[src/rtl/risc_mem_pkg.sv]
// Shared types and defaults for the unified-memory port arbiter.
package risc_mem_pkg;

  localparam int WIDTH_DEF    = 32;
  localparam int ADDRSIZE_DEF = 12;
  localparam int MEMSIZE_DEF  = 1 << ADDRSIZE_DEF;

  typedef enum logic [1:0] {
    IDLE   = 2'd0,
    ACCESS = 2'd1,
    WAIT   = 2'd2,
    RESP   = 2'd3
  } state_t;

  typedef enum logic {
    OWN_IF = 1'b0,
    OWN_D  = 1'b1
  } owner_t;

endpackage

[src/rtl/rr_arb2.sv]
// Two-input round-robin picker: on a tie the requester not granted last time wins.
module rr_arb2
  import risc_mem_pkg::*;
(
  input  logic       clk,
  input  logic       reset,
  input  logic [1:0] i_req,     // bit 0 = fetch, bit 1 = data
  input  logic       i_update,
  output owner_t     o_winner
);

  owner_t r_last;

  always_comb begin
    o_winner = OWN_IF;
    if (i_req == 2'b11) o_winner = (r_last == OWN_IF) ? OWN_D : OWN_IF;
    else if (i_req[1])  o_winner = OWN_D;
  end

  // NOTE: state is updated with non-blocking assignments so every flop samples pre-edge values.
  always_ff @(posedge clk or posedge reset) begin
    if (reset)         r_last <= OWN_IF;
    else if (i_update) r_last <= o_winner;
  end

endmodule

[src/rtl/mem_port_arbiter.sv]
// Arbitrates fetch and load/store ports onto one single-port memory and
// sequences each grant into one access with fixed-latency read return.
module mem_port_arbiter
  import risc_mem_pkg::*;
#(
  parameter int WIDTH    = WIDTH_DEF,
  parameter int ADDRSIZE = ADDRSIZE_DEF,
  parameter int MEM_LAT  = 1
) (
  input  logic                clk,
  input  logic                reset,
  input  logic                if_req,
  input  logic [ADDRSIZE-1:0] if_addr,
  output logic                if_gnt,
  output logic                if_rvalid,
  output logic [WIDTH-1:0]    if_rdata,
  input  logic                d_req,
  input  logic                d_we,
  input  logic [ADDRSIZE-1:0] d_addr,
  input  logic [WIDTH-1:0]    d_wdata,
  output logic                d_gnt,
  output logic                d_rvalid,
  output logic [WIDTH-1:0]    d_rdata,
  output logic                mem_en,
  output logic                mem_we,
  output logic [ADDRSIZE-1:0] mem_addr,
  output logic [WIDTH-1:0]    mem_wdata,
  input  logic [WIDTH-1:0]    mem_rdata,
  output logic                busy
);

  localparam logic [2:0] CNT_INIT = 3'(MEM_LAT - 1);

  state_t              r_state;
  owner_t              r_owner;
  logic                r_we;
  logic [ADDRSIZE-1:0] r_addr;
  logic [WIDTH-1:0]    r_wdata;
  logic [2:0]          r_cnt;
  logic [WIDTH-1:0]    r_if_rdata, r_d_rdata;
  logic                r_if_gnt, r_d_gnt, r_mem_en, r_mem_we;
  logic                r_if_rvalid, r_d_rvalid, r_busy;

  logic   w_grant;
  owner_t w_winner;

  assign w_grant = (r_state == IDLE) && (if_req || d_req);

  rr_arb2 u_rr_arb2 (
    .clk      (clk),
    .reset    (reset),
    .i_req    ({d_req, if_req}),
    .i_update (w_grant),
    .o_winner (w_winner)
  );

  always_ff @(posedge clk or posedge reset) begin
    if (reset) begin
      r_state     <= IDLE;
      r_owner     <= OWN_IF;
      r_we        <= 1'b0;
      r_addr      <= '0;
      r_wdata     <= '0;
      r_cnt       <= '0;
      r_if_rdata  <= '0;
      r_d_rdata   <= '0;
      r_if_gnt    <= 1'b0;
      r_d_gnt     <= 1'b0;
      r_mem_en    <= 1'b0;
      r_mem_we    <= 1'b0;
      r_if_rvalid <= 1'b0;
      r_d_rvalid  <= 1'b0;
      r_busy      <= 1'b0;
    end else begin
      // Pulse outputs default low; the state that owns them raises them for one cycle.
      r_if_gnt    <= 1'b0;
      r_d_gnt     <= 1'b0;
      r_mem_en    <= 1'b0;
      r_mem_we    <= 1'b0;
      r_if_rvalid <= 1'b0;
      r_d_rvalid  <= 1'b0;
      unique case (r_state)
        IDLE: if (w_grant) begin
          r_owner  <= w_winner;
          r_we     <= (w_winner == OWN_D) && d_we;
          r_addr   <= (w_winner == OWN_D) ? d_addr : if_addr;
          r_wdata  <= (w_winner == OWN_D) ? d_wdata : '0;
          r_mem_en <= 1'b1;
          r_mem_we <= (w_winner == OWN_D) && d_we;
          r_if_gnt <= (w_winner == OWN_IF);
          r_d_gnt  <= (w_winner == OWN_D);
          r_busy   <= 1'b1;
          r_state  <= ACCESS;
        end
        ACCESS: if (r_we) begin
          r_busy  <= 1'b0;
          r_state <= IDLE;
        end else begin
          r_cnt   <= CNT_INIT;
          r_state <= WAIT;
        end
        WAIT: if (r_cnt != 3'd0) begin
          r_cnt <= r_cnt - 3'd1;
        end else begin
          if (r_owner == OWN_D) r_d_rdata  <= mem_rdata;
          else                  r_if_rdata <= mem_rdata;
          r_if_rvalid <= (r_owner == OWN_IF);
          r_d_rvalid  <= (r_owner == OWN_D);
          r_state     <= RESP;
        end
        RESP: begin
          r_busy  <= 1'b0;
          r_state <= IDLE;
        end
        default: r_state <= IDLE;
      endcase
    end
  end

  assign if_gnt    = r_if_gnt;
  assign d_gnt     = r_d_gnt;
  assign if_rvalid = r_if_rvalid;
  assign d_rvalid  = r_d_rvalid;
  assign if_rdata  = r_if_rdata;
  assign d_rdata   = r_d_rdata;
  assign mem_en    = r_mem_en;
  assign mem_we    = r_mem_we;
  assign mem_addr  = r_addr;
  assign mem_wdata = r_wdata;
  assign busy      = r_busy;

endmodule

[config.mk]
export PLATFORM = sky130hd
export DESIGN_NAME = mem_port_arbiter
export DESIGN_NICKNAME = d
export VERILOG_FILES = /design/src/rtl/risc_mem_pkg.sv /design/src/rtl/rr_arb2.sv /design/src/rtl/mem_port_arbiter.sv
export SDC_FILE = /design/constraint.sdc
export NUM_CORES = 1
export LEC_CHECK = 0
export BUFFER_PORTS_ARGS = -buffer_cell sky130_fd_sc_hd__buf_4
export CAP_MARGIN = 15
export CORE_MARGIN = 2
export CORE_UTILIZATION = 43
export CTS_CLUSTER_SIZE = 10
export DETAILED_ROUTE_END_ITERATION = 10
export PLACE_DENSITY = 0.77
export SLEW_MARGIN = 20
export SYNTH_ARGS = -nofsm -noshare
export SYNTH_HDL_FRONTEND = slang
export SYNTH_SLANG_ARGS = --single-unit
[constraint.sdc]
create_clock -name clk -period 3.8 [get_ports clk]
set_clock_uncertainty 0.15 [all_clocks]
set_input_delay 0.38 -clock clk [delete_from_list [all_inputs] [get_ports clk]]
set_output_delay 0.38 -clock clk [all_outputs]
set_load 0.01 [all_outputs]
=== Yosys cells after proc, flatten, opt, wreduce, memory -nomap -nowiden ===
Index checks and enable logic that the tools add are counted.

* Bits of input ports: 93
* Word-level logic and storage cells: 69
* Flip-flop bits (word level): 123

* Muxes and demuxes: 27
* Reduce and logical (&&, ||, !) cells: 13
* Equal/unequal tests: 9
* $add $sub $neg: 1
* Bitwise logic cells: 3

{| class="wikitable"
|+ Operators by type and width
! cell !! number
|-
| $mux W32 || 1
|-
| $mux W1 || 17
|-
| $mux W12 || 1
|-
| $reduce_and A3 Y1 || 4
|-
| $ne A2 B2 Y1 const B || 4
|-
| $pmux W2 S4 || 1
|-
| $eq A2 B2 Y1 const B || 3
|-
| $mux W2 || 3
|-
| $mux W3 || 2
|-
| $pmux W3 S2 || 1
|-
| $reduce_bool A3 Y1 || 2
|-
| $reduce_and A2 Y1 || 2
|-
| $not A1 Y1 || 3
|-
| $pmux W1 S3 || 1
|-
| $sub A3 B1 Y3 const B || 1
|-
| $eq A2 B1 Y1 const B || 1
|-
| $logic_and A1 B1 Y1 || 2
|-
| $logic_not A2 Y1 || 1
|-
| $ne A2 B1 Y1 const B || 1
|-
| $reduce_bool A2 Y1 || 1
|-
| $logic_or A1 B1 Y1 || 1
|}

=== Longest topological paths before layout ===
Gate-level depths: netlist of run 1.

* Depth in word-level cells: 5
* Mapped depth: 7
* Depth with buffers taken out: 6

=== By module ===
From an unflattened synthesis of run 1, not the netlist that was laid out.

* Cell total of the unflattened synthesis: 366
* Area total of the unflattened synthesis: 5165.0 um2

{| class="wikitable"
|+ By module, submodules not included
! module !! sequential area each (um2) !! cells each !! area each (um2) !! instances
|-
| mem_port_arbiter || 3052.9 || 362 || 5109.9 || 1
|-
| rr_arb2 || 25.0 || 4 || 55.1 || 1
|}

=== Worst setup path before layout of run 1 ===
Ideal clock, no wire load.

* Kind: reg2reg
* From: register r_cnt[0]
* To: register r_if_rdata[10] (netlist: if_rdata[10])
* Data arrival time: 1602 ps
* Cell stages (with the launch flop): 8
* Period minus slack after synthesis: 1877 ps
* Data required time: 3525 ps
* Setup time: 125 ps
* Slack: 1923 ps
* Path buffers: 1
* Cells stage by stage: dfrtp_1 inv_1 ha_1 ha_1 nand3b_4 nor2_4 buf_6 mux2_4

* Longest elaborated chain between the ends: 3

{| class="wikitable"
|+ Ends and longest elaborated chain
! item !! RTL line !! RTL
|-
| start: declaration || mem_port_arbiter.sv:39 || <nowiki>logic [2:0] r_cnt;</nowiki>
|-
| start signal: assignment || mem_port_arbiter.sv:103 || <nowiki>r_cnt <= r_cnt - 3'd1;</nowiki>
|-
| $reduce_bool A3 Y1 || mem_port_arbiter.sv:102 || <nowiki>WAIT: if (r_cnt != 3'd0) begin</nowiki>
|-
| $not A1 Y1 (no line) || -- ||
|-
| $reduce_and A3 Y1 (no line) || -- ||
|-
| end signal: assignment || mem_port_arbiter.sv:106 || <nowiki>else r_if_rdata <= mem_rdata;</nowiki>
|-
| end: declaration || mem_port_arbiter.sv:40 || <nowiki>logic [WIDTH-1:0] r_if_rdata, r_d_rdata;</nowiki>
|}

No other way between the ends.
A chain may end at the register's enable or synchronous reset.

=== Worst setup path in the final report of run 1 ===
* From: register r_cnt[0]
* To: register r_if_rdata[30] (netlist: if_rdata[30])

The elaborated chain is that of the path after synthesis.

==> results_dict.tcl, run 1 <==
set metrics [dict create \
    antenna_found_initial 0 \
    io_buffers 207 \
    fmax_ghz 0.432 \
    postSynthAreaPerCell_um2 16.0 \
    ff_latch_area_um2 3050 \
    post_drt_wl_per_cell_um 17.6 \
    final_common_cell "buf_4" \
    cts.sink_count 122 \
    clk_path_buf_depth 2 \
    synth_ff_type "dfrtp_1" \
    firstDrtPassIters 4 \
    gp_congestion 0.709 \
    critical_path_class "reg -> reg" \
    rows 38 \
    dp_hpwl_um 8310 \
    hold_class "in -> reg" \
    setup_viol 0 \
    drive_gt1_share_pct 47.0 \
    yosys_warnings 0 \
    vias_per_cell 5.01 \
    grt_first_pass_wirelength_um 19700 \
    cp.required_ns 4.05 \
    critPathArrivalTime_ns 2.56 \
    ys_types 28 \
    min_period_ns 2.31 \
    fillers 702 \
    ys_ff_latch 122 \
    rsz0062_at_grt "false" \
    grt_overflow_total 0 \
    critPathLaunchType "flop" \
    die_x_um 110 \
    dieArea_um2 12000 \
    track_usage_pct 21.9 \
    synth_edf_count 0 \
    chipHeight_um 110 \
    relSlewSlack_pct 43.1 \
    worstHoldPathCells 3 \
    cts_buffers 17 \
    grt_pass1_vias 3984 \
    ioPinCount 208 \
    drt-initial-drc-count 124 \
    postSynthCellCount 301 \
    ir_drop_mv 0.451 \
    syn_to_final_growth_pct 62.7 \
    nets 686 \
    slew_viol_final 0 \
    worstHoldStart "d_addr[8]" \
    yosysSeqAreaShare_pct 63.5 \
    synthArstFlopShare_pct 100 \
    cts-htree-levels 4 \
    cap_violations 0 \
    worstPathMaxFanout 33 \
    worstReg2RegStart "r_cnt[0]" \
    fin_setup_tns_ns 0 \
    final_core_util_pct 71.8 \
    end_kind "flop" \
    root_buffer "clkbuf_8" \
    route.detailed.drc 0 \
    ctsHoldBuffers 78 \
    multiInputGateArea_um2 1570 \
    start_util_pct 44.1 \
    antennaDiodeCount 0 \
    power.density_nw_per_um2 850 \
    design.core.area_um2 10900 \
    hold_viol 0 \
    post-cts-setup-buffers 0 \
    drtAntennaViolNets 0 \
    clk_latency_ns 0.51 \
    vias 3730 \
    wl_um 13100 \
    cts.repair.resized 0 \
    rrSetupSlack_ns 1.49 \
    syn_area_um2 4810 \
    mostFrequentLayoutCells "buf_4 (210), dfrtp_1 (122), dlygate4sd3_1 (78), a22o_1 (32)" \
    clk_pin_slew_ns 0.06 \
    fin_crit_sh_pct 60.9 \
    status "finished clean" \
    p_leak_nw 3.87 \
    worstMarginPinSlew_ns 0.854 \
    grt_max_degree 73 \
    cts_tree "done" \
    r2r_cells 7 \
    synth_nets 396 \
    cp-startpoint "r_cnt[0]" \
]
==> per-stage QoR <==
step | setup slack, ns | hold WS [ns] | area, um2 | instances | power [mW]
after floorplan | 0.0275 | 0.313 | 4810 | 301 | 3.72
after global placement | 1.42 | 0.327 | 6400 | 632 | 4.85
after detailed placement | 1.49 | 0.332 | 6440 | 634 | 4.99
after CTS | 1.48 | 0.0158 | 7820 | 744 | 6.68
after global routing | 1.35 | 0.0339 | 7820 | 744 | 6.99
final | 1.49 | 0.0413 | 7820 | 744 | 6.65
==> synthesized netlist by cell type, types with 2 or more instances <==
cell type    n  share of area, %
dfrtp_1    122                64
ha_1         2              0.52
clkbuf_1     2              0.16
buf_6       12               2.8
mux2_4      29               9.1
nor2_4       2              0.47
a22o_1      32               5.8
and3_1      14               1.8
a221o_1     12               2.5
nand2_1      2              0.16
a21oi_1      3              0.31
nor2_1       6              0.47
inv_1        7              0.55
buf_2        5              0.52
mux2_2       6               1.4
mux2_1      29               6.8
a211oi_1     2              0.31
nand2b_1     3              0.39
a21o_1       2              0.31
==> critical path, cell delays in order (launching register included) <==
cell	delay (ns)
dfrtp_1	0.40
inv_1	0.07
ha_1	0.14
ha_1	0.29
nand3b_4	0.12
nor2_4	0.08
buf_4	0.52
mux2_2	0.40
==> worst paths after layout <==
check                                 to
max                         if_rdata[30]
min                          mem_addr[8]
min reg2reg                  d_rdata[19]
max reg2reg                 if_rdata[30]
min in group asynchronous  mem_wdata[14]
max in group asynchronous   if_rdata[21]
==> final cells by class <==
cell class	instances	area share, %
Timing Repair Buffer	290	30.7
Clock inverter	11	1.86
Tap cell	140	2.24
Inverter	7	0.368
Multi-Input combinational cell	153	20.0
Sequential cell	122	39.1
Clock buffer	21	5.75
==> sequential cells by signal, indices dropped and copies added, names as in the netlist, named ones only <==
name              cells
r_we                  1
d_rvalid              1
if_gnt                1
mem_wdata            32
mem_we                1
mem_addr             12
u_rr_arb2.r_last      1
if_rdata             32
d_gnt                 1
busy                  1
r_cnt                 3
mem_en                1
d_rdata              32
if_rvalid             1
r_state               1
==> routing by layer <==
layer	GRT usage (%)	part of all wire, %	wire length [um]	up-vias
met4	10.8	2.6	337	0
met3	6.52	6.2	807	34
met1	24.9	38	5000	1850
li1	-	-	-	1684
met5	0	0	0	-
met2	37.5	53	6920	162
==> cell families after synthesis <==
kind of cell	synth area share, %
flops	63.5
mux	17.5
fa+ha+maj	0.521
buf+inv	4.04
compound gates	10.1
simple gates	4.35
==> power breakdown <==
group          switching [mW]  internal, mW  leakage (nW)
clock network           0.570          1.03         0.284
logic                    1.12          1.58          2.10
registers               0.417          1.93          1.49
(Power assumes the default switching activity.)
==> run 2: changes to the inputs <==
- ABC_AREA: not set -> 1
- clock period: 3.8 -> 1.86 ns (I/O delays scaled with it)
==> run 2 against run 1 <==
- via count rose by 28%
- total power rose by 100%
- highest routed layer unchanged
- worst hold slack got worse by 0.0011 ns
- routed wire length rose by 16%
- global-route usage up 3.7 points
- register-to-register slack lost 1.4 ns
- non-clock buffer count is 21 higher
- synthesized area rose by 3.4%
- critical path depth is 1 higher
- utilization is 0.10 points lower
- combinational power grew 110%
- clock power grew 110%
==> results_dict.tcl, run 2 <==
set metrics [dict create \
    cts_buffers 17 \
    drtAntennaViolNets 0 \
    critPathLaunchType "flop" \
    critical_path_class "reg -> reg" \
    worstReg2RegStart "u_rr_arb2.r_last" \
    top_layer "met4" \
    dr_wl_met2_um 7610 \
    fin_setup_tns_ns 0 \
    worstPathMaxFanout 12 \
    slowest_delay_ns 0.55 \
    yosys_warnings 0 \
    end_kind "flop" \
    chipHeight_um 112 \
    multiInputGateArea_um2 1520 \
    synth_ff_type "dfrtp_1" \
    yosysSeqAreaShare_pct 61.4 \
    hold_class "in -> reg" \
    fmax_ghz 0.564 \
    synth.area.top_cells "dfrtp_1 (61%), nand2_1 (17%), o21ai_2 (5.6%), buf_6 (3.9%), inv_1 (3.2%)" \
    synth_edf_count 0 \
    p_leak_nw 4.42 \
    wl_met3_um 1290 \
    route.detailed.drc 0 \
    wl_um 15200 \
    grt_pass1_vias 5166 \
    ioPinCount 208 \
    worstMarginPinSlew_ns 0.594 \
    dp.cells 857 \
    yosysTopAreaCell "dfrtp_1" \
    ys_ff_latch 122 \
    syn_to_final_growth_pct 64.0 \
    synthTopCellsByCount "nand2_1 (229), dfrtp_1 (122), inv_1 (43)" \
    grt_overflow_total 0 \
    worstHoldStart "if_req" \
    cts_tree "done" \
    min_period_ns 1.77 \
    synth_most_common_cell "nand2_1" \
    cts-htree-levels 4 \
    fillers 750 \
    antennaDiodeCount 0 \
    vias_per_cell 4.85 \
    track_usage_pct 25.6 \
    mostFrequentLayoutCells "nand2_1 (228), buf_4 (215), dfrtp_1 (122), dlygate4sd3_1 (90), inv_1 (41)" \
    drive_gt1_share_pct 34.8 \
    setup_viol 0 \
    design.core.area_um2 11400 \
    grt_first_pass_wirelength_um 25100 \
    r2r_cells 8 \
    grt_max_degree 74 \
    relSlewSlack_pct 60.2 \
    start_util_pct 43.7 \
    vias 4756 \
    rows 39 \
    clk_pin_slew_ns 0.05 \
    cp.required_ns 2.01 \
    die_x_um 112 \
    gp_congestion 0.801 \
    ir_drop_mv 1.00 \
    worstHoldPathCells 5 \
    power.density_nw_per_um2 1660 \
    root_buffer "clkbuf_16" \
    nets 921 \
    hold_viol 0 \
    critPathArrivalTime_ns 1.93 \
    clk_latency_ns 0.41 \
    pre_cts_ws_ns 0.144 \
    synthArstFlopShare_pct 100 \
    slew_viol_final 0 \
    synth_top_area_share_pct 61.4 \
    cp-startpoint "u_rr_arb2.r_last" \
    cap_violations 0 \
    cp.depth 8 \
    dp_hpwl_um 8870 \
    antenna_found_initial 0 \
    ys_types 19 \
    cts.sink_count 122 \
    syn_area_um2 4970 \
    final_common_cell "nand2_1" \
    synth_nets 617 \
    post_drt_wl_per_cell_um 15.5 \
    dieArea_um2 12400 \
    stdcell_count 981 \
    met1_length_um 5800 \
    firstDrtPassIters 5 \
    clk_path_buf_depth 2 \
    cp_slowest_cell "dlygate4sd3_1" \
    path_cells "nand2_2 -> nand2_2 -> buf_6 -> nand2_1 -> nand2_1 -> dlygate4sd3_1 -> nand2_1 -> nand2_1" \
    final.setup.worst_slack_ns 0.0856 \
    postSynthCellCount 522 \
    io_buffers 207 \
    fin_crit_sh_pct 95.4 \
    drt-initial-drc-count 355 \
    rsz0062_at_grt "false" \
    critPathMostFrequentCell "nand2_1" \
    status "finished clean" \
    cp_top_family "buffers and inverters" \
    critPathBufInv 2 \
    ff_latch_area_um2 3050 \
    postSynthAreaPerCell_um2 9.52 \
]
==> run 2: per-layer routing <==
metal	global-route usage [%]	vias to the layer above
met5	0	-
met4	11.7	0
met3	7.84	51
met2	43.7	248
met1	29.8	2229
li1	-	2228
==> run 2: cell families (layout without fill, tap and decap cells) <==
kind of cell	count (synthesis)	count (layout)	share of synthesized area, %
flip-flops	122	122	61.4
AND/OR/NAND/NOR	256	256	20.4
buffers and inverters	72	388	8.26
AO/OA/AOI/OAI	70	70	9.46
adder cells (fa/ha/maj)	2	2	0.503
==> run 2: final timing paths <==
path                                     to  slack, ns
worst max register to register  mem_addr[3]       0.09
worst max-delay path            mem_addr[3]       0.09
min in group asynchronous         if_rvalid       0.28
worst min register to register         busy       0.33
worst min-delay path                 if_gnt       0.04
max in group asynchronous       d_rdata[31]       0.93
==> run 2: timing repair <==
action	in CTS	in global routing
resized for setup	0	3
hold endpoints to repair	232	0
setup endpoints to repair	0	12
setup buffers	0	3
hold buffers	90	0
==> run 2: area by class of cell <==
class                   instances  share of cell area (%)
clock inverters                 8                    1.44
well taps                     143                    2.19
clock buffers                  23                    5.86
multi-input cells             328                    18.6
inverters                      46                    2.21
repair buffers                311                    32.2
flip-flops and latches        122                    37.5
==> run 2: power by group <==
group | internal [mW] | switching (mW) | total (mW)
logic | 2.65 | 2.89 | 5.55
registers | 3.91 | 0.778 | 4.69
clock network | 2.19 | 1.13 | 3.32
==> run 2: worst min-delay path: stages <==
cell     delay, ns
buf_4         0.13
nand2_2       0.08
nand2_2       0.06
inv_2         0.06
nor2_1        0.05
==> run 2: per-stage QoR <==
step           area [um2]  total power, mW  util, %  hold slack [ns]
2_1_floorplan        4970             7.37        -            0.146
3_3_place_gp         6620             9.67     58.2            0.159
3_5_place_dp         6620             9.87     58.2            0.166
4_1_cts              8120             13.5     71.4           0.0205
5_1_grt              8150             14.4     71.7           0.0605
6_report             8150             13.6     71.7           0.0402
